<file path="src/rtl/mem_bus_arbiter_if.sv">
// Memory bus bundle: strobe/ready handshake with address, write data,
// read data and a timeout error flag. The master modport is the side that
// issues requests; the slave modport is the side that completes them.
interface mem_bus_arbiter_if #(
  parameter int ADDRESS_SIZE = 16,
  parameter int DATA_SIZE    = 32
);
  logic                    strobe;
  logic                    writeEnable;
  logic [ADDRESS_SIZE-1:0] address;
  logic [DATA_SIZE-1:0]    dataWrite;
  logic [DATA_SIZE-1:0]    dataRead;
  logic                    ready;
  logic                    error;

  modport master (
    output strobe,
    output writeEnable,
    output address,
    output dataWrite,
    input  dataRead,
    input  ready
  );

  modport slave (
    input  strobe,
    input  writeEnable,
    input  address,
    input  dataWrite,
    output dataRead,
    output ready,
    output error
  );
endinterface

</file>
<file path="src/rtl/mem_bus_arbiter.sv">
// Two-master / one-slave arbiter for the 16-bit memory bus.
// Master 0 is the core, master 1 the debug/loader port. One transaction at a
// time reaches memory; ties are broken round-robin against the last grant.
// A watchdog ends slave accesses that never see ready and flags an error.
//
//   state  | meaning
//   IDLE   | waiting for a strobe; grant decided and request latched here
//   ACCESS | s_strobe high, waiting for s_ready or the watchdog
//   DONE   | one-cycle ready pulse to the granted master
module mem_bus_arbiter #(
  parameter int ADDRESS_SIZE   = 16,
  parameter int DATA_SIZE      = 32,
  parameter int TIMEOUT_CYCLES = 255
) (
  input  logic               clock,
  input  logic               reset,
  mem_bus_arbiter_if.slave   m0,
  mem_bus_arbiter_if.slave   m1,
  mem_bus_arbiter_if.master  s,
  output logic               grant,
  output logic               busy
);

  localparam int               CNT_W      = (TIMEOUT_CYCLES < 2) ? 1 : $clog2(TIMEOUT_CYCLES + 1);
  localparam bit               TIMEOUT_EN = (TIMEOUT_CYCLES != 0);
  localparam logic [CNT_W-1:0] CNT_LAST   = CNT_W'((TIMEOUT_CYCLES == 0) ? 0 : TIMEOUT_CYCLES - 1);

  localparam logic [1:0] ST_IDLE   = 2'd0;
  localparam logic [1:0] ST_ACCESS = 2'd1;
  localparam logic [1:0] ST_DONE   = 2'd2;

  logic [1:0]              r_state;
  logic [CNT_W-1:0]        r_cnt;
  logic                    r_grant;
  logic                    r_s_strobe;
  logic                    r_s_we;
  logic [ADDRESS_SIZE-1:0] r_s_addr;
  logic [DATA_SIZE-1:0]    r_s_dw;
  logic [DATA_SIZE-1:0]    r_m0_rd;
  logic [DATA_SIZE-1:0]    r_m1_rd;
  logic                    r_m0_ready;
  logic                    r_m1_ready;
  logic                    r_m0_err;
  logic                    r_m1_err;

  logic                    w_req_any;
  logic                    w_next_grant;
  logic                    w_req_we;
  logic [ADDRESS_SIZE-1:0] w_req_addr;
  logic [DATA_SIZE-1:0]    w_req_dw;
  logic                    w_timeout_hit;
  logic                    w_complete;
  logic [DATA_SIZE-1:0]    w_cpl_data;
  logic                    w_cpl_err;

  // Pick the next owner: a lone requester wins, a tie goes to the master
  // that did not own the previous transaction.
  always_comb begin
    w_req_any    = m0.strobe | m1.strobe;
    w_next_grant = r_grant;
    if (m0.strobe && m1.strobe) begin
      w_next_grant = ~r_grant;
    end else if (m0.strobe) begin
      w_next_grant = 1'b0;
    end else if (m1.strobe) begin
      w_next_grant = 1'b1;
    end
    w_req_we   = w_next_grant ? m1.writeEnable : m0.writeEnable;
    w_req_addr = w_next_grant ? m1.address     : m0.address;
    w_req_dw   = w_next_grant ? m1.dataWrite   : m0.dataWrite;
  end

  // Completion decode; a real s_ready always beats a coincident timeout.
  always_comb begin
    w_timeout_hit = TIMEOUT_EN && (r_cnt == CNT_LAST);
    w_complete    = s.ready || w_timeout_hit;
    w_cpl_data    = s.ready ? s.dataRead : {DATA_SIZE{1'b1}};
    w_cpl_err     = ~s.ready;
  end

  // Watchdog counter: zero outside ACCESS, counts up and stops at the last
  // cycle so it can never wrap within one transaction.
  always_ff @(posedge clock or posedge reset) begin
    if (reset) begin
      r_cnt <= '0;
    end else if (r_state != ST_ACCESS) begin
      r_cnt <= '0;
    end else if (TIMEOUT_EN && (r_cnt != CNT_LAST)) begin
      r_cnt <= r_cnt + 1'b1;
    end
  end

  // Arbitration FSM with the slave-side request registers and the
  // per-master completion registers.
  always_ff @(posedge clock or posedge reset) begin
    if (reset) begin
      r_state    <= ST_IDLE;
      r_grant    <= 1'b1;
      r_s_strobe <= 1'b0;
      r_s_we     <= 1'b0;
      r_s_addr   <= '0;
      r_s_dw     <= '0;
      r_m0_rd    <= '0;
      r_m1_rd    <= '0;
      r_m0_ready <= 1'b0;
      r_m1_ready <= 1'b0;
      r_m0_err   <= 1'b0;
      r_m1_err   <= 1'b0;
    end else begin
      case (r_state)
        ST_IDLE: begin
          if (w_req_any) begin
            r_grant    <= w_next_grant;
            r_s_we     <= w_req_we;
            r_s_addr   <= w_req_addr;
            r_s_dw     <= w_req_dw;
            r_s_strobe <= 1'b1;
            r_state    <= ST_ACCESS;
          end
        end
        ST_ACCESS: begin
          if (w_complete) begin
            if (r_grant) begin
              r_m1_rd    <= w_cpl_data;
              r_m1_ready <= 1'b1;
              r_m1_err   <= w_cpl_err;
            end else begin
              r_m0_rd    <= w_cpl_data;
              r_m0_ready <= 1'b1;
              r_m0_err   <= w_cpl_err;
            end
            r_s_strobe <= 1'b0;
            r_state    <= ST_DONE;
          end
        end
        ST_DONE: begin
          r_m0_ready <= 1'b0;
          r_m1_ready <= 1'b0;
          r_m0_err   <= 1'b0;
          r_m1_err   <= 1'b0;
          r_state    <= ST_IDLE;
        end
        default: begin
          r_state <= ST_IDLE;
        end
      endcase
    end
  end

  assign s.strobe      = r_s_strobe;
  assign s.writeEnable = r_s_we;
  assign s.address     = r_s_addr;
  assign s.dataWrite   = r_s_dw;

  assign m0.dataRead = r_m0_rd;
  assign m0.ready    = r_m0_ready;
  assign m0.error    = r_m0_err;
  assign m1.dataRead = r_m1_rd;
  assign m1.ready    = r_m1_ready;
  assign m1.error    = r_m1_err;

  assign grant = r_grant;
  assign busy  = (r_state != ST_IDLE);

endmodule

</file>
<file path="src/flat_wrapper.sv">
// flat-port wrapper written by rule: the top's interface ports become plain ports
module mem_bus_arbiter_flat 
#(
  parameter int ADDRESS_SIZE   = 16,
  parameter int DATA_SIZE      = 32,
  parameter int TIMEOUT_CYCLES = 255
)
  (clock, reset, grant, busy, m0_strobe, m0_writeEnable, m0_address, m0_dataWrite, m0_dataRead, m0_ready, m0_error, m1_strobe, m1_writeEnable, m1_address, m1_dataWrite, m1_dataRead, m1_ready, m1_error, s_strobe, s_writeEnable, s_address, s_dataWrite, s_dataRead, s_ready);
  mem_bus_arbiter_if #(.ADDRESS_SIZE(ADDRESS_SIZE), .DATA_SIZE(DATA_SIZE)) m0_i ();
  mem_bus_arbiter_if #(.ADDRESS_SIZE(ADDRESS_SIZE), .DATA_SIZE(DATA_SIZE)) m1_i ();
  mem_bus_arbiter_if #(.ADDRESS_SIZE(ADDRESS_SIZE), .DATA_SIZE(DATA_SIZE)) s_i ();
  input  logic clock;
  input  logic reset;
  output logic grant;
  output logic busy;
  input wire logic [$bits(m0_i.strobe)-1:0] m0_strobe;
  input wire logic [$bits(m0_i.writeEnable)-1:0] m0_writeEnable;
  input wire logic [$bits(m0_i.address)-1:0] m0_address;
  input wire logic [$bits(m0_i.dataWrite)-1:0] m0_dataWrite;
  output wire logic [$bits(m0_i.dataRead)-1:0] m0_dataRead;
  output wire logic [$bits(m0_i.ready)-1:0] m0_ready;
  output wire logic [$bits(m0_i.error)-1:0] m0_error;
  input wire logic [$bits(m1_i.strobe)-1:0] m1_strobe;
  input wire logic [$bits(m1_i.writeEnable)-1:0] m1_writeEnable;
  input wire logic [$bits(m1_i.address)-1:0] m1_address;
  input wire logic [$bits(m1_i.dataWrite)-1:0] m1_dataWrite;
  output wire logic [$bits(m1_i.dataRead)-1:0] m1_dataRead;
  output wire logic [$bits(m1_i.ready)-1:0] m1_ready;
  output wire logic [$bits(m1_i.error)-1:0] m1_error;
  output wire logic [$bits(s_i.strobe)-1:0] s_strobe;
  output wire logic [$bits(s_i.writeEnable)-1:0] s_writeEnable;
  output wire logic [$bits(s_i.address)-1:0] s_address;
  output wire logic [$bits(s_i.dataWrite)-1:0] s_dataWrite;
  input wire logic [$bits(s_i.dataRead)-1:0] s_dataRead;
  input wire logic [$bits(s_i.ready)-1:0] s_ready;
  assign m0_i.strobe = m0_strobe;
  assign m0_i.writeEnable = m0_writeEnable;
  assign m0_i.address = m0_address;
  assign m0_i.dataWrite = m0_dataWrite;
  assign m0_dataRead = m0_i.dataRead;
  assign m0_ready = m0_i.ready;
  assign m0_error = m0_i.error;
  assign m1_i.strobe = m1_strobe;
  assign m1_i.writeEnable = m1_writeEnable;
  assign m1_i.address = m1_address;
  assign m1_i.dataWrite = m1_dataWrite;
  assign m1_dataRead = m1_i.dataRead;
  assign m1_ready = m1_i.ready;
  assign m1_error = m1_i.error;
  assign s_strobe = s_i.strobe;
  assign s_writeEnable = s_i.writeEnable;
  assign s_address = s_i.address;
  assign s_dataWrite = s_i.dataWrite;
  assign s_i.dataRead = s_dataRead;
  assign s_i.ready = s_ready;
  mem_bus_arbiter #(.ADDRESS_SIZE(ADDRESS_SIZE), .DATA_SIZE(DATA_SIZE), .TIMEOUT_CYCLES(TIMEOUT_CYCLES)) u_core (.clock(clock), .reset(reset), .m0(m0_i), .m1(m1_i), .s(s_i), .grant(grant), .busy(busy));
endmodule
</file>
<file path="config.mk">
export PLATFORM = sky130hd
export DESIGN_NAME = mem_bus_arbiter_flat
export DESIGN_NICKNAME = d
export VERILOG_FILES = /design/src/rtl/mem_bus_arbiter_if.sv /design/src/rtl/mem_bus_arbiter.sv /design/src/flat_wrapper.sv
export SDC_FILE = /design/constraint.sdc
export NUM_CORES = 1
export LEC_CHECK = 0
export CAP_MARGIN = 25
export CORE_MARGIN = 2
export CORE_UTILIZATION = 39
export CTS_CLUSTER_SIZE = 28
export DETAILED_ROUTE_END_ITERATION = 16
export PLACE_DENSITY_LB_ADDON = 0.05
export SETUP_SLACK_MARGIN = 0.2
export SLEW_MARGIN = 25
export SYNTH_ARGS = -nofsm -noshare
export SYNTH_HDL_FRONTEND = slang
export SYNTH_SLANG_ARGS = --single-unit
</file>
<file path="constraint.sdc">
create_clock -name clock -period 4.6 [get_ports clock]
set_input_delay 1.15 -clock clock [delete_from_list [all_inputs] [get_ports clock]]
set_output_delay 1.15 -clock clock [all_outputs]
set_load 0.02 [all_outputs]
</file>
# == Yosys cells after proc, flatten, opt, wreduce, memory -nomap -nowiden ==
# Index checks and enable logic that the tools add are counted.
# op_classes
n_mul,0
add_sub_neg,1
n_eq_ne,9
reduce_logical,14
n_mux,27
order_cmp,0
n_bitwise,3
shifts,0
n_div,0
# op_table
cell,n
$mux W32,2
$mux W16,1
$mux W8,2
$reduce_and A3 Y1,5
$mux W1,14
$pmux W1 S2,5
$add A8 B1 Y8 const B,1
$eq A8 B8 Y1 const B,1
$ne A2 B1 Y1 const B,4
$ne A8 B8 Y1 const B,1
$reduce_bool A2 Y1,4
$mux W2,2
$pmux W2 S2,1
$reduce_and A2 Y1,2
$eq A2 B1 Y1 const B,1
$eq A2 B2 Y1 const B,1
$logic_not A2 Y1,1
$ne A2 B2 Y1 const B,1
$not A1 Y1,2
$logic_and A1 B1 Y1,1
$logic_or A1 B1 Y1,1
$or A1 B1 Y1,1
# totals
memories,0
elab_cells,67
in_bits,135
reg_bits,129
out_inout_bits,120
rom_bits,0
latch_bits,0
ram_bits,0

# == Longest topological paths before layout ==
# Gate-level depths: netlist of run 1.
# logic_depth
ltp_word,4
depth_mapped,8
depth_no_buf,5

# == Worst setup path before layout of run 1 ==
# OpenSTA, ideal clock, no wires.
# synth_timing
path_kind,in2reg
startpoint,input s_ready
endpoint,register u_core.r_m0_rd[0] (netlist: u_core.m0.dataRead[0])
setup_time_ns,0.125
path_stages,5
path_buffers,2
t_required_ns,4.475
slack_ns,2.574
t_arrival_ns,1.900
path_cell_list,buf_2 > nand3b_1 > clkbuf_1 > o21ai_0 > o21ai_2
# synth_via
elab_chain_cells,2
word_cells_on_any_way,3
classes_between,mux (1); reduce/logical (2)
# synth_rtl
item,line,source
"start, declared",flat_wrapper.sv:35,input wire logic [$bits(s_i.ready)-1:0] s_ready;
$logic_or A1 B1 Y1,mem_bus_arbiter.sv:76,w_complete = s.ready || w_timeout_hit;
$reduce_and A3 Y1 (no source line),--,
"end signal, assigned",mem_bus_arbiter.sv:128,r_m0_rd <= w_cpl_data;
"end, declared",mem_bus_arbiter.sv:39,logic [DATA_SIZE-1:0] r_m0_rd;
# Parallel ways exist; a longest one is shown, timed or not.
# A chain may end at the register's enable or synchronous reset.

# == Final worst setup path of run 1 ==
# layout_timing
startpoint,register u_core.r_state[0]
endpoint,output busy
# layout_via
elab_chain_cells,1
# layout_rtl
item,line,source
"start, declared",mem_bus_arbiter.sv:32,logic [1:0] r_state;
"start signal, assigned",mem_bus_arbiter.sv:97,r_state <= ST_IDLE;
"start signal, assigned",mem_bus_arbiter.sv:118,r_state <= ST_ACCESS;
"start signal, assigned",mem_bus_arbiter.sv:133,r_state <= ST_DONE;
$reduce_bool A2 Y1,mem_bus_arbiter.sv:163,assign busy = (r_state != ST_IDLE);
"end, declared",flat_wrapper.sv:15,output logic busy;
# No other way between the ends.

==> results of run 1 <==
==> worst min path at each step <==
stage / from / to / slack (ps) / cells after the start
6_report: u_core.m1.dataRead[16]$_DFFE_PP0P_ / u_core.m1.dataRead[16]$_DFFE_PP0P_ / 510 / 2
5_1_grt: u_core.m0.dataRead[31]$_DFFE_PP0P_ / u_core.m0.dataRead[31]$_DFFE_PP0P_ / 550 / 2
4_1_cts: u_core.m1.dataRead[7]$_DFFE_PP0P_ / u_core.m1.dataRead[7]$_DFFE_PP0P_ / 520 / 2
3_5_place_dp: u_core.m1.dataRead[24]$_DFFE_PP0P_ / u_core.m1.dataRead[24]$_DFFE_PP0P_ / 500 / 2
3_3_place_gp: u_core.m1.dataRead[23]$_DFFE_PP0P_ / u_core.m1.dataRead[23]$_DFFE_PP0P_ / 490 / 2
2_1_floorplan: u_core.r_cnt[4]$_DFFE_PP0P_ / u_core.r_cnt[4]$_DFFE_PP0P_ / 480 / 1
==> report_power, final <==
group	total [W]	switching [W]	leakage, nW	internal, W
Combinational	0.00359	0.00201	1.78	0.00158
Clock	0.00155	0.000496	0.325	0.00105
Sequential	0.00202	0.000320	1.48	0.00170
Total	0.00716	0.00283	3.58	0.00434
==> cell type report <==
| class | instances | area, um^2 | area share (%) |
|---|---|---|---|
| well taps | 216 | 270 | 2.84 |
| repair buffers | 263 | 2640 | 27.7 |
| flip-flops and latches | 129 | 3230 | 33.9 |
| inverters | 10 | 41.3 | 0.433 |
| clock buffers | 21 | 470 | 4.94 |
| multi-input cells | 469 | 2670 | 28.0 |
| clock inverters | 10 | 205 | 2.15 |
==> sequential cells by signal, indices dropped and copies added (netlist names) <==
register              count
u_core.s.address         16
u_core.m0.error           1
u_core.r_state            2
u_core.r_cnt              8
u_core.m1.error           1
u_core.m1.dataRead       32
u_core.s.writeEnable      1
u_core.m0.dataRead       32
u_core.grant              1
u_core.s.dataWrite       32
u_core.s.strobe           1
u_core.m0.ready           1
u_core.m1.ready           1
==> kinds of logic after synthesis <==
logic type / share of synthesized area, %
AO/OA/AOI/OAI: 30.6
adder cells (fa/ha/maj): 0.997
buffers and inverters: 6.28
flip-flops: 51.4
multiplexers: 0.159
AND/OR/NAND/NOR: 10.6
==> tightest hold or removal path: cells and delay by family, from the launching register on <==
family | cells | cell delay [ps]
AO/OA/AOI/OAI | 2 | 140
flip-flops | 1 | 330
==> per-layer routing <==
| metal | track usage, % | vias up |
|---|---|---|
| li1 | - | 2897 |
| met5 | 0 | - |
| met4 | 10.2 | 0 |
| met2 | 37.9 | 213 |
| met3 | 5.33 | 40 |
| met1 | 30.9 | 2989 |
==> cell usage in the layout (no fill, tap or decap), types with 2 or more instances in the layout <==
cell type / Yosys / final
clkdlybuf4s50_1: 0 / 254
o21ai_0: 191 / 191
dfrtp_1: 128 / 128
nand3_1: 53 / 53
a31oi_1: 51 / 51
nor2_1: 49 / 49
o21ai_2: 39 / 39
o21ai_1: 20 / 20
clkbuf_16: 0 / 17
inv_1: 8 / 7
buf_4: 1 / 7
o211ai_1: 6 / 6
bufinv_16: 0 / 6
nor3_1: 5 / 5
nand2_1: 5 / 5
ha_1: 5 / 5
a21oi_1: 4 / 4
nand4_1: 4 / 4
a311oi_1: 3 / 3
clkinvlp_4: 0 / 3
clkbuf_8: 0 / 3
and4_1: 2 / 2
nor2b_1: 3 / 2
and3_1: 2 / 2
and2_2: 1 / 2
or3_1: 2 / 2
nor3b_1: 2 / 2
nand2b_1: 2 / 2
clkinv_2: 0 / 2
==> metrics by stage <==
step / total power, W / hold slack [ps]
after global routing: 0.00762 / 550
after CTS: 0.00719 / 517
final: 0.00716 / 513
after floorplan: 0.00400 / 481
after detailed placement: 0.00562 / 503
after global placement: 0.00552 / 492
==> flow_summary_export.csv, run 1 <==
group,metric,value,unit
status,status,"complete, no violations",
placement,placed_cells,1086,
synthesis,synth_top_cells_by_count,"o21ai_0 (191), dfrtp_1 (128), nand3_1 (53)",
routing,drt-wirelength-per-cell,18.1,um
hold_path,min_path_type,"register to register",
synthesis,postSynth.asyncResetShare,100,%
timing,tightest_slew,926,ps
floorplan,rows,46,
routing,wl_met3,1280,um
floorplan,die_w,131,um
floorplan,die-area,0.0171,mm^2
synthesis,yosys.area.top_type,"dfrtp_1",
worst_setup_path,cp_top_family,"buffers and inverters",
cells_and_area,stdcell_area,0.00953,mm^2
worst_setup_path,reg2regPathDepth,6,
worst_setup_path,crit_path_start,"u_core.r_state[0]$_DFFE_PP0P_",
clock_network,numCtsBuffers,17,
routing,routed-via-count,6139,
synthesis,syn_inst,670,
routing,detail_route.first_pass.iterations,5,
timing,slew-limit-headroom,38.3,%
placement,routabilityCongestion,0.809,
global_route,antenna_found_initial,0,
worst_setup_path,crit_path_end_kind,"primary output",
worst_setup_path,crit_arrival,1850,ps
synthesis,yosysMostFrequentCell,"o21ai_0",
power_and_ir_drop,ir_drop,0.000387,V
worst_setup_path,slowest_delay,600,ps
routing,wirelength,20200,um
cells_and_area,n_fill_cell,1346,
worst_setup_path,crit_path_frequent_cell,"inv_1",
routing,top_layer,"met4",
timing,finalCriticalPeriod,3000,ps
global_route,grt_use_total,23.6,%
timing,final-setup-viol-count,0,
synthesis,synth_area,0.00628,mm^2
routing,wl_met2,10000,um
floorplan,die_y,131,um
floorplan,initial_core_util,39.7,%
timing,grt_setup_unrepaired,"false",
worst_setup_path,cp.depth,4,
global_route,grt_pass1_wl,31500,um
job,maxCapViolations,0,
cells_and_area,diodes,0,
routing,detail-route-antenna-nets,0,
worst_setup_path,crit_slowest_cell,"clkdlybuf4s50_1",
timing,hold_viol_final,0,
placement,dpl.hpwl,13300,um
cells_and_area,fin_nets,1030,
floorplan,core_area,0.0158,mm^2
worst_setup_path,worstPathRequired,3450,ps
clock_network,ctsHoldBuffers,0,
worst_setup_path,cp-endpoint,"busy",
worst_setup_path,r2r_end,"u_core.m1.dataRead[20]$_DFFE_PP0P_",
worst_setup_path,worstReg2RegStart,"u_core.r_cnt[0]$_DFFE_PP0P_",
synthesis,ys.flop_type,"dfrtp_1",
worst_setup_path,crit_path_max_fanout,4,
synthesis,synth_seq_cells,129,
synthesis,syn_area_per_cell,9.37,um^2
worst_setup_path,rrSetupSlack,2150,ps
timing,timing.fmax,334,MHz
cells_and_area,area_growth,51.8,%
worst_setup_path,crit_chain,"inv_1, ha_1, inv_1, clkdlybuf4s50_1",
worst_setup_path,cp_num_buf_inv,3,
routing,post-route-drc-count,0,
synthesis,syn-num-nets,810,
cells_and_area,finish.utilization,60.2,%
power_and_ir_drop,power_leakage,3.58,nW
placement,post-place-ws,1420,ps
global_route,grt_remaining_overflow,0,
clock_network,clkTransAtPathRegs,60,ps
clock_network,ctsResizeCount,0,
clock_network,clock_sinks,129,
clock_network,cts.path.max_buffers,2,
clock_network,clk_latency,420,ps
cells_and_area,instances_no_fill,1118,
clock_network,cts_tree,"done",
cells_and_area,drive_above_1_share,10.1,%
worst_setup_path,cp-start-kind,"register",
synthesis,yosys.area.top_type_share,51.0,%
synthesis,yosysSeqAreaShare,51.4,%
placement,port_buffers,254,
synthesis,synth_edf_count,0,
routing,drt-vias-per-instance,5.49,
synthesis,yosys.cell_types.count,50,
floorplan,num_io_pins,255,
timing,tns,0,ps
worst_setup_path,worstSetupPathType,"register to primary output",
clock_network,h-tree-depth,4,
placement,postPlaceCellArea,0.00883,mm^2
synthesis,synth.area.top_cells,"dfrtp_1 (51%), o21ai_0 (15%), o21ai_2 (5.4%)",
global_route,grt_pass1_vias,6040,
routing,m1WireLength,8320,um
global_route,grt_start_max_net_pins,101,
timing,drv_slew,0,
routing,drt_iter0_drc,417,
power_and_ir_drop,power_density,751,mW/mm^2
clock_network,cts_root_buffer,"clkbuf_16",
timing,skew,9.17,ps
synthesis,synth_warnings,0,
timing,worst_slack,1600,ps
timing,period_share,65.2,%
clock_network,cts_setup_buffers,0,
Power figures use the tool's default switching activity.
==> run 2: changes to the inputs <==
Settings changed: CORE_UTILIZATION 39 to 44.
Clock period 4.6 ns to 2.8 ns, I/O delays scaled along.
==> flow_summary_export.csv, run 2 (same netlist as run 1, synthesis figures left out) <==
group,metric,value,unit
status,status,"complete, no violations",
clock_network,cts.path.max_buffers,2,
worst_setup_path,cp-endpoint,"grant",
clock_network,clock_sinks,129,
cells_and_area,stdcell_area,0.00944,mm^2
floorplan,rows,43,
floorplan,die-area,0.0152,mm^2
power_and_ir_drop,combPwrFrac,51.5,%
placement,post-place-ws,268,ps
clock_network,ctsResizeCount,0,
worst_setup_path,cp.depth,1,
worst_setup_path,crit_arrival,1770,ps
worst_setup_path,crit_path_end_kind,"primary output",
power_and_ir_drop,clock_power_share,19.3,%
worst_setup_path,crit_slowest_cell,"dfstp_2",
cells_and_area,drive_above_1_share,10.1,%
power_and_ir_drop,sequentialPowerShare,29.3,%
clock_network,ctsHoldBuffers,0,
power_and_ir_drop,power,0.0114,W
worst_setup_path,cp-start-kind,"register",
clock_network,h-tree-depth,4,
worst_setup_path,crit_chain,"clkdlybuf4s50_1",
timing,hold_viol_final,0,
clock_network,numCtsBuffers,17,
clock_network,clk_latency,410,ps
global_route,grt_pass1_vias,6022,
worst_setup_path,cp_top_family,"flip-flops",
power_and_ir_drop,ir_drop,0.000708,V
clock_network,clkTransAtPathRegs,50,ps
timing,worst_slack,328,ps
timing,tightest_slew,997,ps
timing,grt_setup_unrepaired,"false",
floorplan,die_y,123,um
routing,routed-via-count,6147,
timing,drv_slew,0,
routing,drt-wirelength-per-cell,18.1,um
routing,drt-vias-per-instance,5.67,
cells_and_area,final_cell_mix,"clkdlybuf4s50_1 (253), o21ai_0 (191), dfrtp_1 (128), nand3_1 (53), a31oi_1 (51)",
timing,final-setup-viol-count,0,
floorplan,core_area,0.0139,mm^2
global_route,grt_use_total,25.6,%
global_route,antenna_found_initial,0,
routing,wirelength,19600,um
power_and_ir_drop,power_leakage,3.58,nW
timing,timing.fmax,405,MHz
worst_setup_path,worstPathRequired,2100,ps
routing,post-route-drc-count,0,
clock_network,cts_tree,"done",
cells_and_area,final_common_cell,"clkdlybuf4s50_1",
power_and_ir_drop,p_sw_share,40.2,%
cells_and_area,diodes,0,
global_route,grt_start_max_net_pins,101,
placement,postPlaceCellArea,0.00885,mm^2
timing,skew,7.97,ps
worst_setup_path,worstSetupPathType,"register to primary output",
timing,finalCriticalPeriod,2470,ps
worst_setup_path,slowest_delay,690,ps
worst_setup_path,rrSetupSlack,720,ps
timing,tns,0,ps
worst_setup_path,crit_path_max_fanout,16,
timing,hold-worst-slack,509,ps
clock_network,cts_setup_buffers,0,
global_route,grt_pass1_wl,30400,um
placement,port_buffers,254,
worst_setup_path,cp_num_buf_inv,1,
worst_setup_path,r2r_end,"u_core.s.address[12]$_DFFE_PP0P_",
power_and_ir_drop,p_int,0.00683,W
power_and_ir_drop,netSwitchingPower,0.00459,W
routing,drt_iter0_drc,512,
routing,detail_route.first_pass.iterations,5,
cells_and_area,fin_nets,1033,
power_and_ir_drop,power_density,1210,mW/mm^2
placement,routabilityCongestion,0.787,
hold_path,min_path_type,"register to register",
timing,period_share,88.3,%
worst_setup_path,worstReg2RegStart,"u_core.grant$_DFFE_PP1P_",
placement,dpl.hpwl,13200,um
job,maxCapViolations,0,
floorplan,initial_core_util,45.0,%
global_route,grt_remaining_overflow,0,
floorplan,die_w,123,um
cells_and_area,area_growth,50.4,%
routing,detail-route-antenna-nets,0,
clock_network,cts_root_buffer,"clkbuf_16",
worst_setup_path,crit_path_start,"u_core.grant$_DFFE_PP1P_",
timing,slew-limit-headroom,33.6,%
floorplan,num_io_pins,255,
worst_setup_path,reg2regPathDepth,3,
==> run 2: changes by cell type in the layout (fill, tap and decap cells not counted), sizes merged <==
cell and delta:
bufinv -4, clkbuf +4, buf +3, clkinvlp -2, clkdlybuf4s50 -1, clkinv +1, dlymetal6s2s +1
==> run 2: per-stage QoR <==
step / std cells / util, %
floorplan: 670 / -
global placement: 1054 / 63.5
detailed placement: 1054 / 63.5
CTS: 1084 / 67.7
global route: 1084 / 67.8
finish: 1084 / 67.8
==> run 2: worst min path at each step <==
stage	from	end	slack [ps]	cells after the start
after floorplan	u_core.r_cnt[4]$_DFFE_PP0P_	u_core.r_cnt[4]$_DFFE_PP0P_	480	1
after global placement	u_core.m1.dataRead[23]$_DFFE_PP0P_	u_core.m1.dataRead[23]$_DFFE_PP0P_	490	2
after detailed placement	u_core.m1.dataRead[12]$_DFFE_PP0P_	u_core.m1.dataRead[12]$_DFFE_PP0P_	510	2
after CTS	u_core.m1.dataRead[12]$_DFFE_PP0P_	u_core.m1.dataRead[12]$_DFFE_PP0P_	520	2
after global routing	u_core.m0.dataRead[24]$_DFFE_PP0P_	u_core.m0.dataRead[24]$_DFFE_PP0P_	550	2
final	u_core.m1.dataRead[23]$_DFFE_PP0P_	u_core.m1.dataRead[23]$_DFFE_PP0P_	510	2
==> run 2: layer usage <==
metal,wire length [um],part of all wire [%],vias up,GRT usage (%)
li1,-,-,2906,-
met1,7940,41,2976,32.2
met2,9680,49,237,41.4
met3,1540,7.8,28,8.53
met4,444,2.3,0,8.52
met5,0,0,-,0
==> run 2: cell type report <==
type                            instances  area, um^2
Clock buffer                           25         515
Sequential cell                       129        3230
Tap cell                              180         225
Inverter                               10        41.3
Timing Repair Buffer                  266        2700
Clock inverter                          5        75.1
Multi-Input combinational cell        469        2660
Fill cell                            1097        4490
==> run 2: tightest hold or removal path, stage by stage (launching register included) <==
cell     delay (ps)
dfrtp_1         330
o21ai_0          70
o21ai_0          70
==> run 2: power groups by stage <==
stage | logic (W) | clock network, W | registers [W]
2_1_floorplan | 0.00223 | 0 | 0.00434
3_3_place_gp | 0.00577 | 0 | 0.00331
3_5_place_dp | 0.00590 | 0 | 0.00337
4_1_cts | 0.00592 | 0.00223 | 0.00335
5_1_grt | 0.00639 | 0.00232 | 0.00345
6_report | 0.00588 | 0.00220 | 0.00334
==> run 3: changes to the inputs <==
Settings changed: GPL_TIMING_DRIVEN set to 0, PLACE_DENSITY set to 0.79, PLACE_DENSITY_LB_ADDON 0.05 to unset.
==> flow_summary_export.csv, run 3 (same netlist as run 1, synthesis figures left out) <==
group,metric,value,unit
worst_setup_path,worstPathRequired,2100,ps
clock_network,ctsHoldBuffers,0,
global_route,grt_pass1_wl,33200,um
hold_path,min_path_type,"register to register",
floorplan,core_area,0.0139,mm^2
clock_network,cts_root_buffer,"clkbuf_16",
clock_network,cts.path.max_buffers,2,
placement,port_buffers,253,
worst_setup_path,cp_top_family,"buffers and inverters",
power_and_ir_drop,ir_drop,0.000552,V
floorplan,die_y,123,um
worst_setup_path,crit_path_max_fanout,7,
routing,routed-via-count,6518,
timing,final-setup-viol-count,0,
placement,post-place-ws,394,ps
clock_network,clkTransAtPathRegs,60,ps
placement,dpl.hpwl,15700,um
clock_network,numCtsBuffers,17,
cells_and_area,drive_above_1_share,12.2,%
timing,grt_setup_unrepaired,"false",
floorplan,die-area,0.0152,mm^2
global_route,grt_pass1_vias,6269,
global_route,antenna_found_initial,0,
routing,detail_route.first_pass.iterations,5,
routing,drt_iter0_drc,584,
worst_setup_path,cp-start-kind,"register",
timing,tightest_slew,611,ps
timing,hold_viol_final,0,
clock_network,cts_tree,"done",
routing,wirelength,21600,um
power_and_ir_drop,power_leakage,3.72,nW
timing,tns,0,ps
routing,detail-route-antenna-nets,0,
worst_setup_path,cp_num_buf_inv,1,
timing,skew,9.88,ps
worst_setup_path,crit_path_end_kind,"primary output",
cells_and_area,area_growth,55.1,%
cells_and_area,final_common_cell,"clkdlybuf4s50_1",
floorplan,die_w,123,um
global_route,grt_start_max_net_pins,32,
timing,timing.fmax,425,MHz
worst_setup_path,worstSetupPathType,"register to primary output",
routing,drt-wirelength-per-cell,18.9,um
placement,routabilityCongestion,0.856,
timing,finalCriticalPeriod,2350,ps
clock_network,clock_sinks,129,
placement,postPlaceCellArea,0.00912,mm^2
cells_and_area,final_cell_mix,"clkdlybuf4s50_1 (252), o21ai_0 (191), dfrtp_1 (128), nand3_1 (53), a31oi_1 (51)",
clock_network,clk_latency,420,ps
job,maxCapViolations,0,
floorplan,initial_core_util,45.0,%
floorplan,num_io_pins,255,
power_and_ir_drop,power_density,1200,mW/mm^2
timing,slew-limit-headroom,59.2,%
clock_network,h-tree-depth,4,
timing,drv_slew,0,
cells_and_area,n_fill_cell,1116,
cells_and_area,fin_nets,1086,
worst_setup_path,crit_arrival,1650,ps
global_route,grt_remaining_overflow,0,
floorplan,rows,43,
routing,drt-vias-per-instance,5.72,
routing,post-route-drc-count,0,
status,status,"complete, no violations",
worst_setup_path,slowest_delay,630,ps
timing,hold-worst-slack,515,ps
timing,period_share,84.0,%
cells_and_area,stdcell_area,0.00974,mm^2
worst_setup_path,crit_slowest_cell,"clkdlybuf4s50_1",
global_route,grt_use_total,28.5,%
worst_setup_path,crit_chain,"clkdlybuf4s50_1",
timing,worst_slack,449,ps
==> run 3: cell types whose count changed in the layout (fill, tap and decap cells not counted), moves of 4 or more <==
cell,change
buf_12,+4
buf_2,+20
buf_4,-6
clkbuf_1,+28
clkbuf_2,+5
clkbuf_8,-4
clkinvlp_4,+5
==> run 3: per-layer routing <==
| metal | global-route usage (%) | up-vias | wire [um] |
|---|---|---|---|
| met5 | 0 | - | 0 |
| met4 | 13.7 | 0 | 862 |
| met3 | 7.20 | 61 | 1530 |
| met2 | 44.2 | 274 | 10300 |
| met1 | 37.3 | 3154 | 8810 |
| li1 | - | 3029 | - |
==> run 3: worst min-delay path, delay by kind of cell (launching register included) <==
family         cells  cell delay (ps)
AO/OA/AOI/OAI      2              140
flip-flops         1              340
==> run 3: cell type report <==
cell class	count	area [um^2]	share of cell area, %
Timing Repair Buffer	257	2620	26.9
Sequential cell	129	3230	33.2
Multi-Input combinational cell	469	2650	27.3
Tap cell	180	225	2.31
Buffer	62	357	3.66
Inverter	10	41.3	0.424
Antenna cell	1	2.50	0.0257
Clock inverter	13	160	1.64
Clock buffer	19	453	4.65
==> run 3: path summary, 6_finish.rpt <==
| path | slack [ps] | cells past startpoint | start | endpoint |
|---|---|---|---|---|
| min in group asynchronous | 680 | 2 | reset | u_core.s.dataWrite[23]$_DFFE_PP0P_ |
| max in group asynchronous | 1310 | 4 | reset | u_core.grant$_DFFE_PP1P_ |
| setup / recovery | 450 | 1 | u_core.grant$_DFFE_PP1P_ | grant |
| hold / removal | 510 | 2 | u_core.m1.dataRead[24]$_DFFE_PP0P_ | u_core.m1.dataRead[24]$_DFFE_PP0P_ |
| hold reg to reg | 510 | 2 | u_core.m1.dataRead[24]$_DFFE_PP0P_ | u_core.m1.dataRead[24]$_DFFE_PP0P_ |
| setup reg to reg | 750 | 6 | u_core.r_state[1]$_DFFE_PP0P_ | u_core.m0.dataRead[25]$_DFFE_PP0P_ |
==> run 3: what timing repair did <==
item,CTS,global route
resized for setup,0,1
setup endpoints to repair,0,1
buffers inserted,0,0
==> run 3: where the power goes <==
group / internal (W) / total (W) / switching [W] / leakage (nW)
registers: 0.00280 / 0.00333 / 0.000534 / 1.48
logic: 0.00265 / 0.00608 / 0.00343 / 1.96
clock network: 0.00144 / 0.00230 / 0.000855 / 0.287
total: 0.00689 / 0.0117 / 0.00482 / 3.72
==> run 3: through the flow <==
stage | power [W] | instances | util (%)
after CTS | 0.0117 | 1139 | 69.8
after floorplan | 0.00658 | 670 | -
after global placement | 0.00925 | 1103 | 64.9
after detailed placement | 0.00939 | 1107 | 65.4
after global routing | 0.0124 | 1139 | 69.9
final | 0.0117 | 1140 | 69.9
